File: src/rtl/ex_stage.sv
// GeMIPS execute stage: combinational single-cycle ALU, load/store address
// generation and an iterative shift-add multiplier that stalls the front end.
module ex_stage #(
  parameter int unsigned MUL_STEP = 4
) (
  input  logic        clk,
  input  logic        rst,
  input  logic [7:0]  aluop_i,
  input  logic [3:0]  alusel_i,
  input  logic [31:0] reg1_i,
  input  logic [31:0] reg2_i,
  input  logic [4:0]  waddr_i,
  input  logic        we_i,
  input  logic [31:0] inst_i,
  input  logic [31:0] link_addr_i,
  input  logic        flush_i,
  output logic [31:0] wdata_o,
  output logic [4:0]  waddr_o,
  output logic        we_o,
  output logic [31:0] mem_addr_o,
  output logic [31:0] store_data_o,
  output logic [7:0]  aluop_o,
  output logic        stall_req_o,
  output logic        busy_o
);

  localparam int unsigned K  = 32 / MUL_STEP;
  localparam int unsigned CW = (K > 1) ? $clog2(K) : 1;

  localparam logic [7:0] ALU_OP_NOP = 8'h00;
  localparam logic [7:0] ALU_OP_ADD = 8'h20;
  localparam logic [7:0] ALU_OP_AND = 8'h24;
  localparam logic [7:0] ALU_OP_OR  = 8'h25;
  localparam logic [7:0] ALU_OP_XOR = 8'h26;
  localparam logic [7:0] ALU_OP_SRL = 8'h02;
  localparam logic [7:0] ALU_OP_SLL = 8'h7C;
  localparam logic [7:0] ALU_OP_LUI = 8'h5C;
  localparam logic [7:0] ALU_OP_JAR = 8'h50;
  localparam logic [7:0] ALU_OP_MUL = 8'hA9;

  typedef enum logic [1:0] {IDLE, BUSY, DONE} state_t;

  state_t          state, state_nxt;
  logic [31:0]     acc, mcand, mplier, pp, alu_res;
  logic [CW-1:0]   cnt;
  logic            stall;
  logic            is_mul;

  // alusel and the upper instruction bits are not needed by this stage
  logic unused_bits;
  assign unused_bits = ^{alusel_i, inst_i[31:16]};

  assign is_mul = (aluop_i == ALU_OP_MUL);

  // MUL_STEP low multiplier bits retired as a sum of shifted multiplicands
  always_comb begin
    pp = '0;
    for (int unsigned i = 0; i < MUL_STEP; i++) begin
      if (mplier[i]) pp = pp + (mcand << i);
    end
  end

  always_comb begin
    state_nxt = state;
    stall     = 1'b0;
    case (state)
      IDLE: if (is_mul) begin
        stall     = 1'b1;
        state_nxt = BUSY;
      end
      BUSY: begin
        stall = 1'b1;
        if (cnt == CW'(K - 1)) state_nxt = DONE;
      end
      DONE:    state_nxt = IDLE;
      default: state_nxt = IDLE;
    endcase
    if (flush_i) begin
      state_nxt = IDLE;
      stall     = 1'b0;
    end
  end

  always_ff @(posedge clk or posedge rst) begin
    if (rst) begin
      state  <= IDLE;
      acc    <= '0;
      mcand  <= '0;
      mplier <= '0;
      cnt    <= '0;
    end else begin
      state <= state_nxt;
      if (state == IDLE && state_nxt == BUSY) begin
        acc    <= '0;
        mcand  <= reg1_i;
        mplier <= reg2_i;
        cnt    <= '0;
      end else if (state == BUSY && !flush_i) begin
        acc    <= acc + pp;
        mcand  <= mcand << MUL_STEP;
        mplier <= mplier >> MUL_STEP;
        cnt    <= cnt + CW'(1);
      end
    end
  end

  always_comb begin
    alu_res = '0;
    case (aluop_i)
      ALU_OP_ADD: alu_res = reg1_i + reg2_i;
      ALU_OP_AND: alu_res = reg1_i & reg2_i;
      ALU_OP_OR:  alu_res = reg1_i | reg2_i;
      ALU_OP_XOR: alu_res = reg1_i ^ reg2_i;
      ALU_OP_SLL: alu_res = reg1_i << reg2_i[4:0];
      ALU_OP_SRL: alu_res = reg1_i >> reg2_i[4:0];
      ALU_OP_LUI: alu_res = {reg2_i[15:0], 16'h0000};
      ALU_OP_JAR: alu_res = link_addr_i;
      ALU_OP_NOP: alu_res = '0;
      default:    alu_res = '0;
    endcase
  end

  // Outputs read as zero while reset is held, independent of the inputs
  always_comb begin
    wdata_o      = (state == DONE) ? acc : alu_res;
    waddr_o      = waddr_i;
    we_o         = we_i && !stall && !flush_i;
    mem_addr_o   = reg1_i + {{16{inst_i[15]}}, inst_i[15:0]};
    store_data_o = reg2_i;
    aluop_o      = aluop_i;
    stall_req_o  = stall;
    busy_o       = (state != IDLE);
    if (rst) begin
      wdata_o      = '0;
      waddr_o      = '0;
      we_o         = 1'b0;
      mem_addr_o   = '0;
      store_data_o = '0;
      aluop_o      = '0;
      stall_req_o  = 1'b0;
      busy_o       = 1'b0;
    end
  end

endmodule

File: config.mk
export PLATFORM = sky130hd
export DESIGN_NAME = ex_stage
export DESIGN_NICKNAME = d
export VERILOG_FILES = /design/src/rtl/ex_stage.sv
export SDC_FILE = /design/constraint.sdc
export NUM_CORES = 1
export LEC_CHECK = 0
export ABC_AREA = 1
export CELL_PAD_IN_SITES_DETAIL_PLACEMENT = 1
export CELL_PAD_IN_SITES_GLOBAL_PLACEMENT = 2
export CORE_ASPECT_RATIO = 0.7
export CORE_MARGIN = 3
export CORE_UTILIZATION = 33
export DETAILED_ROUTE_END_ITERATION = 7
export PLACE_DENSITY = 0.95
export SYNTH_ARGS = -nofsm -noshare
export SYNTH_HDL_FRONTEND = slang
export SYNTH_SLANG_ARGS = --single-unit
File: constraint.sdc
create_clock -name clk -period 15.83 [get_ports clk]
set_input_delay 4.749 -clock clk [delete_from_list [all_inputs] [get_ports clk]]
set_output_delay 4.749 -clock clk [all_outputs]
set_load 0.02 [all_outputs]
==> results of run 1 <==
-- through the flow --
| stage | std cells | instance area, sq um | util (%) | hold WS [ns] |
|---|---|---|---|---|
| 2_1_floorplan | 3446 | 20100 | - | 0.459 |
| 6_report | 4420 | 23700 | 39.3 | 0.502 |
| 5_1_grt | 4417 | 23600 | 39.3 | 0.538 |
| 4_1_cts | 4417 | 23600 | 39.3 | 0.510 |
| 3_3_place_gp | 4401 | 23300 | 38.8 | 0.476 |
| 3_5_place_dp | 4401 | 23300 | 38.8 | 0.488 |
-- critical path, stage by stage --
cell             delay [ns]
clkdlybuf4s50_1        0.91
inv_2                  1.06
o21ai_0                0.45
nand2_1                0.13
o21ai_0                0.11
o21ai_0                0.53
nor2_1                 0.12
nand2_1                0.10
o2111ai_1              0.11
a211oi_1               0.61
a211oi_1               0.27
clkdlybuf4s50_1        0.62
-- power breakdown --
part	total, mW	internal (mW)	switching [mW]
logic	1.18	0.399	0.781
registers	0.368	0.295	0.0734
clock network	0.258	0.126	0.132
-- kinds of logic (layout without fill, tap and decap cells) --
| group | Yosys count | in the layout | synth area share (%) |
|---|---|---|---|
| simple gates | 1434 | 1434 | 29.2 |
| compound gates | 1009 | 1009 | 29.0 |
| buf+inv | 582 | 745 | 11.0 |
| fa+ha+maj | 221 | 221 | 14.0 |
| flops | 101 | 101 | 12.6 |
| xor+xnor | 86 | 86 | 3.74 |
| mux | 13 | 13 | 0.646 |
| other cells | 0 | 3 | 0 |
-- layer usage --
metal | GRT usage, % | routed length [um] | vias up
li1 | - | - | 12000
met1 | 53.5 | 54600 | 12500
met2 | 46.0 | 42300 | 1227
met3 | 6.59 | 11400 | 152
met4 | 8.57 | 3070 | 2
met5 | 0 | 11 | -
-- area by class of cell --
class / count / area share, %
diodes: 3 / 0.0317
clock buffers: 10 / 0.968
clock inverters: 6 / 0.349
inverters: 447 / 7.11
multi-input cells: 2763 / 65.2
flip-flops and latches: 101 / 10.7
well taps: 808 / 4.27
repair buffers: 282 / 11.4
-- registers in the layout, summed over array words and instances (netlist names) --
name / cells
acc: 32
mcand: 32
mplier: 32
cnt: 3
state: 2
-- cells in the final DEF, fill, tap and decap left out, drive strengths merged, types with 61 or more instances in the layout --
master         count
nand2            849
inv              443
o21ai            417
a21oi            321
nor2             315
clkdlybuf4s50    236
ha               215
nand3            154
dfrtp            101
o211ai            61
-- path summary, 6_finish.rpt --
kind	end	depth (start not counted)
max in group asynchronous	acc[19]	3
worst max register to register	acc[29]	40
min in group asynchronous	mplier[0]	2
worst min-delay path	mplier[25]	2
worst min register to register	mplier[25]	2
worst max-delay path	wdata_o[7]	12
==> flow_metrics.env, run 1 <==
export IMPL_drt_vias_per_instance=5.85
export IMPL_required_ns=11.08
export IMPL_ys_types=56
export IMPL_synth_top_cell_area_share_pct=15.7
export IMPL_cts_buffer_depth=2
export IMPL_synthTopCellsByArea="nand2_1 16%, ha_1 13%, dfrtp_1 13%, o21ai_0 9.1%, inv_1 8.1%"
export IMPL_wirelength_um=111000
export IMPL_fp_dieW_um=301
export IMPL_port_buffers=240
export IMPL_yosys_area_top_type="nand2_1"
export IMPL_fmax_mhz=68.8
export IMPL_grt_usage_pct=34.0
export IMPL_hold_class="flip-flop to flip-flop"
export IMPL_synthCells=3446
export IMPL_finClkSkew_ns=0.0223
export IMPL_overflow=0
export IMPL_ys_ff_latch=101
export IMPL_multiInputGateArea_sq_um=15400
export IMPL_fin_crit_sh_pct=91.8
export IMPL_setup_ws_ns=1.30
export IMPL_syn_cell_area_sq_um=20100
export IMPL_root_buffer="clkbuf_16"
export IMPL_grt_pass1_wl_um=163000
export IMPL_async_flop_share_pct=100
export IMPL_start_kind="input pin"
export IMPL_core_sq_um=60200
export IMPL_p_leak_nw=11.6
export IMPL_holdBufCountCts=0
export IMPL_cts_buffers=9
export IMPL_first_pass_iters=5
export IMPL_row_count=75
export IMPL_cp_end_kind="output port"
export IMPL_io_pins=261
export IMPL_worstPathMaxFanout=55
export IMPL_insertion_delay_ns=0.41
export IMPL_drcViolationCount=0
export IMPL_peakVddDrop_v=0.0000568
export IMPL_seq_area_sq_um=2530
export IMPL_hp_start="mplier[25]"
export IMPL_drt_iter0_drc=3434
export IMPL_grt_pass1_vias=24500
export IMPL_tightest_slew_ns=1.15
export IMPL_area_growth_pct=17.5
export IMPL_clock_sinks=101
export IMPL_post_cts_buffers=0
export IMPL_rsz0062_at_grt="no"
export IMPL_gp_congestion=1.02
export IMPL_via_count=25900
export IMPL_r2r_start="mplier[0]"
export IMPL_ctsHtreeMaxLevel=3
export IMPL_ys_flop_type="dfrtp_1"
export IMPL_syn_area_per_cell_sq_um=5.84
export IMPL_place_hpwl_um=90100
export IMPL_setup_violations_final=0
export IMPL_antenna_found_initial=4
export IMPL_final_max_slew_viol_count=0
export IMPL_synth_seq_area_share_pct=12.6
export IMPL_cts_tree="built"
export IMPL_die_h_um=213
export IMPL_slew_limit_headroom_pct=22.6
export IMPL_initial_core_util_pct=33.5
export IMPL_synth_common_cells="843 x nand2_1, 434 x inv_1, 365 x o21ai_0"
export IMPL_drive_above_1_share_pct=3.30
export IMPL_cp_arrival_ns=9.78
export IMPL_place_ws_ns=1.64
export IMPL_fin_crit_ns=14.53
export IMPL_grt_max_degree=78
export IMPL_hold_viol=0
export IMPL_crit_start="reg2_i[0]"
export IMPL_crit_type="input pin to output port"
export IMPL_synth_fp_nets=3816
export IMPL_nets=3974
export IMPL_r2r_slack_ns=7.53
export IMPL_cts_resized=0
export IMPL_fin_setup_tns_ns=0
export IMPL_synth_edf_count=0
export IMPL_dieArea_sq_um=64100
export IMPL_clkSlewWorstSetupHoldPaths_ns=0.09
export IMPL_cap_violations=0
export IMPL_finalPower_mw=1.81
export IMPL_yosys_warnings=0
export IMPL_num_fill_cells=8165
export IMPL_wl_per_cell_um=25.2
export IMPL_synth_most_common_cell="nand2_1"
export IMPL_power_density_nw_per_um2=76.4
export IMPL_status="completed"
export IMPL_drtAntennaViolNets=0
Note: power is estimated with default switching activity, not from simulation.
==> run 2: changes to the inputs <==
--- a/config.mk
+++ b/config.mk
@@ -5,12 +5,11 @@
 export SDC_FILE = /design/constraint.sdc
 export NUM_CORES = 1
 export LEC_CHECK = 0
-export ABC_AREA = 1
 export CELL_PAD_IN_SITES_DETAIL_PLACEMENT = 1
 export CELL_PAD_IN_SITES_GLOBAL_PLACEMENT = 2
 export CORE_ASPECT_RATIO = 0.7
 export CORE_MARGIN = 3
-export CORE_UTILIZATION = 33
+export CORE_UTILIZATION = 35
 export DETAILED_ROUTE_END_ITERATION = 7
 export PLACE_DENSITY = 0.95
 export SYNTH_ARGS = -nofsm -noshare
==> run 2 against run 1 <==
  * Final area shrank 2.6%
  * Synthesized cell count is 21% lower
  * Critical path depth up 3
  * Sequential cell count unchanged
==> flow_metrics.env, run 2 <==
export IMPL_peakVddDrop_v=0.0000428
export IMPL_fin_crit_ns=14.72
export IMPL_rsz0062_at_grt="no"
export IMPL_area_growth_pct=17.5
export IMPL_synth_xor_area_share_pct=6.95
export IMPL_layout_commonest_cell="nand2_1"
export IMPL_synth_top_cell_area_share_pct=13.7
export IMPL_core_sq_um=54500
export IMPL_hp_start="mplier[19]"
export IMPL_final_max_slew_viol_count=0
export IMPL_fmax_mhz=68.0
export IMPL_antenna_found_initial=2
export IMPL_cpPeakStageDelay_ns=0.66
export IMPL_cts_buffers=9
export IMPL_r2r_start="mplier[0]"
export IMPL_yosys_area_top_type="ha_1"
export IMPL_insertion_delay_ns=0.37
export IMPL_root_buffer="clkbuf_16"
export IMPL_drt_iter0_drc=2751
export IMPL_rr_worst_depth=39
export IMPL_final_core_util_pct=42.2
export IMPL_grt_pass1_vias=22300
export IMPL_cts_tree="built"
export IMPL_die_h_um=204
export IMPL_drt_vias_per_instance=6.23
export IMPL_post_cts_buffers=0
export IMPL_wl_met3_um=10100
export IMPL_reg_largest_list="acc x32, mcand x32, mplier x32"
export IMPL_worstPathMaxFanout=7
export IMPL_synth_common_cells="337 x nand2_1, 272 x nor2_1, 224 x a21oi_1"
export IMPL_yosys_warnings=0
export IMPL_crit_chain="clkdlybuf4s50_1 > ha_1 > fa_1 > a21o_1 > a21oi_1 > o21ai_1 > a31oi_1 > o31ai_1 > a221o_1 > a311oi_1 > o21ai_1 > a31oi_1 > xor2_1 > nor2_1 > clkdlybuf4s50_1"
export IMPL_min_path_cells=2
export IMPL_tightest_slew_ns=1.26
export IMPL_synth_fp_nets=3096
export IMPL_placed_area_sq_um=22700
export IMPL_grt_usage_pct=31.3
export IMPL_power_density_nw_per_um2=44.8
export IMPL_first_pass_iters=8
export IMPL_via_count=22500
export IMPL_synth_fa_ha_area_share_pct=14.3
export IMPL_place_hpwl_um=76700
export IMPL_finClkSkew_ns=0.0114
export IMPL_synthCells=2726
export IMPL_overflow=0
export IMPL_cts_buffer_depth=2
export IMPL_wl_per_cell_um=26.3
export IMPL_drive_above_1_share_pct=5.35
export IMPL_fp_dieW_um=289
export IMPL_ys_flop_type="dfrtp_1"
export IMPL_r2r_slack_ns=5.95
export IMPL_seq_power_share_pct=27.7
export IMPL_slew_limit_headroom_pct=16.0
export IMPL_row_count=71
export IMPL_synth_simple_area_share_pct=20.3
export IMPL_ys_ff_latch=101
export IMPL_cp_end_kind="output port"
export IMPL_synth_most_common_cell="nand2_1"
export IMPL_synth_seq_area_share_pct=12.9
export IMPL_status="completed"
export IMPL_p_int_mw=0.575
export IMPL_m1WireLength_um=44700
export IMPL_p_leak_nw=10.8
export IMPL_grt_pass1_wl_um=142000
export IMPL_ctsHtreeMaxLevel=3
export IMPL_nets=3243
export IMPL_synth_top_family_by_area="compound AO/OA/AOI/OAI gates"
export IMPL_clock_sinks=101
export IMPL_cap_violations=0
export IMPL_hold_class="flip-flop to flip-flop"
export IMPL_stdcell_area_sq_um=23000
export IMPL_p_clk_share_pct=22.7
export IMPL_async_flop_share_pct=100
export IMPL_io_pins=261
export IMPL_start_kind="input pin"
export IMPL_fin_setup_tns_ns=0
export IMPL_cts_resized=0
export IMPL_setup_violations_final=0
export IMPL_pwr_share_comb_pct=49.6
export IMPL_gp_congestion=1.06
export IMPL_layout_common_cells="336 x nand2_1, 270 x nor2_1, 236 x clkdlybuf4s50_1"
export IMPL_drcViolationCount=0
export IMPL_r2r_end="acc[31]"
export IMPL_wl_met2_um=38400
export IMPL_num_fill_cells=6855
export IMPL_wirelength_um=95000
export IMPL_min_to="mplier[19]"
export IMPL_finalPower_mw=1.03
export IMPL_synth_edf_count=0
export IMPL_drtAntennaViolNets=0
export IMPL_power_switching_mw=0.458
export IMPL_synth_compound_area_share_pct=30.3
export IMPL_cp_arrival_ns=9.97
export IMPL_dieArea_sq_um=59000
export IMPL_muxShareOfSynthArea_pct=9.80
export IMPL_holdWs_ns=0.490
export IMPL_hold_viol=0
export IMPL_ys_types=86
export IMPL_slowest_stage="clkdlybuf4s50_1"
export IMPL_holdBufCountCts=0
export IMPL_required_ns=11.08
export IMPL_synthTopCellsByArea="ha_1 14%, dfrtp_1 13%, nand2_1 6.4%, a21oi_1 5.7%, mux2i_1 5.6%"
export IMPL_syn_cell_area_sq_um=19600
export IMPL_top_layer="met5"
export IMPL_fin_crit_sh_pct=93.0
export IMPL_syn_area_per_cell_sq_um=7.20
export IMPL_clkSlewWorstSetupHoldPaths_ns=0.09
export IMPL_grt_max_degree=86
export IMPL_crit_type="input pin to output port"
export IMPL_port_buffers=240
export IMPL_swShare_pct=44.3
export IMPL_initial_core_util_pct=36.0
## run 2: cell types whose count changed in the layout (fill, tap and decap cells not counted), moves of 54 or more
cell | before | now
nand2_1 | 841 | 336
inv_1 | 432 | 133
o21ai_0 | 365 | 215
nand3_1 | 151 | 39
mux2i_1 | 13 | 110
a21oi_1 | 319 | 224
a21o_1 | 10 | 99
xnor2_1 | 40 | 97
a22oi_1 | 2 | 56
## run 2: final cells by class
cell class                 instances  area, sq um  share of cell area [%]
timing repair buffer             286         2730                    11.8
multi-input combinational       2338        16000                    69.7
tap                              730          913                    3.96
clock buffer                       9          225                   0.977
antenna                            1         2.50                  0.0109
inverter                         137          517                    2.24
clock inverter                     7         77.6                   0.337
sequential                       101         2530                    11.0
## run 2: stage by stage
step	worst slack [ns]	cells
after global placement	1.31	3592
after floorplan	2.26	2726
after detailed placement	1.22	3592
after global routing	0.819	3608
after CTS	1.20	3608
final	1.11	3609
## run 2: how the worst max path moves through the flow
stage	from	to	slack [ns]
after floorplan	reg2_i[2]	wdata_o[28]	2.26
after global placement	reg2_i[4]	wdata_o[28]	1.31
after detailed placement	reg1_i[0]	mem_addr_o[28]	1.22
after CTS	reg1_i[0]	mem_addr_o[28]	1.20
after global routing	reg1_i[0]	wdata_o[28]	0.82
final	reg1_i[0]	mem_addr_o[28]	1.11
## run 2: cells by family (layout without fill, tap and decap cells)
| family | after synthesis | count (layout) |
|---|---|---|
| adders and majority gates | 221 | 221 |
| DFF | 101 | 101 |
| other | 0 | 1 |
| and+or+nand+nor | 882 | 882 |
| buffers and inverters | 287 | 439 |
| AOI/OAI and AO/OA | 914 | 914 |
| muxes | 167 | 167 |
| xor gates and xnor gates | 154 | 154 |
## run 2: power groups by stage
stage / clock network [mW] / logic (mW) / registers (mW)
6_report: 0.235 / 0.512 / 0.286
2_1_floorplan: 0 / 0.297 / 0.280
4_1_cts: 0.238 / 0.499 / 0.286
3_3_place_gp: 0 / 0.482 / 0.290
3_5_place_dp: 0 / 0.496 / 0.291
5_1_grt: 0.249 / 0.546 / 0.288
## run 2: per-layer routing
layer,vias to the layer above,track usage [%]
met5,-,0
met3,106,8.92
met1,11100,46.2
met4,4,5.95
met2,1038,45.1
li1,10200,-
## run 2: worst max-delay path, delay by kind of cell
family,cells,cell delay (ns)
AO/OA/AOI/OAI,9,2.91
buffers and inverters,2,1.32
adder cells (fa/ha/maj),2,0.77
AND/OR/NAND/NOR,1,0.11
XOR/XNOR,1,0.09
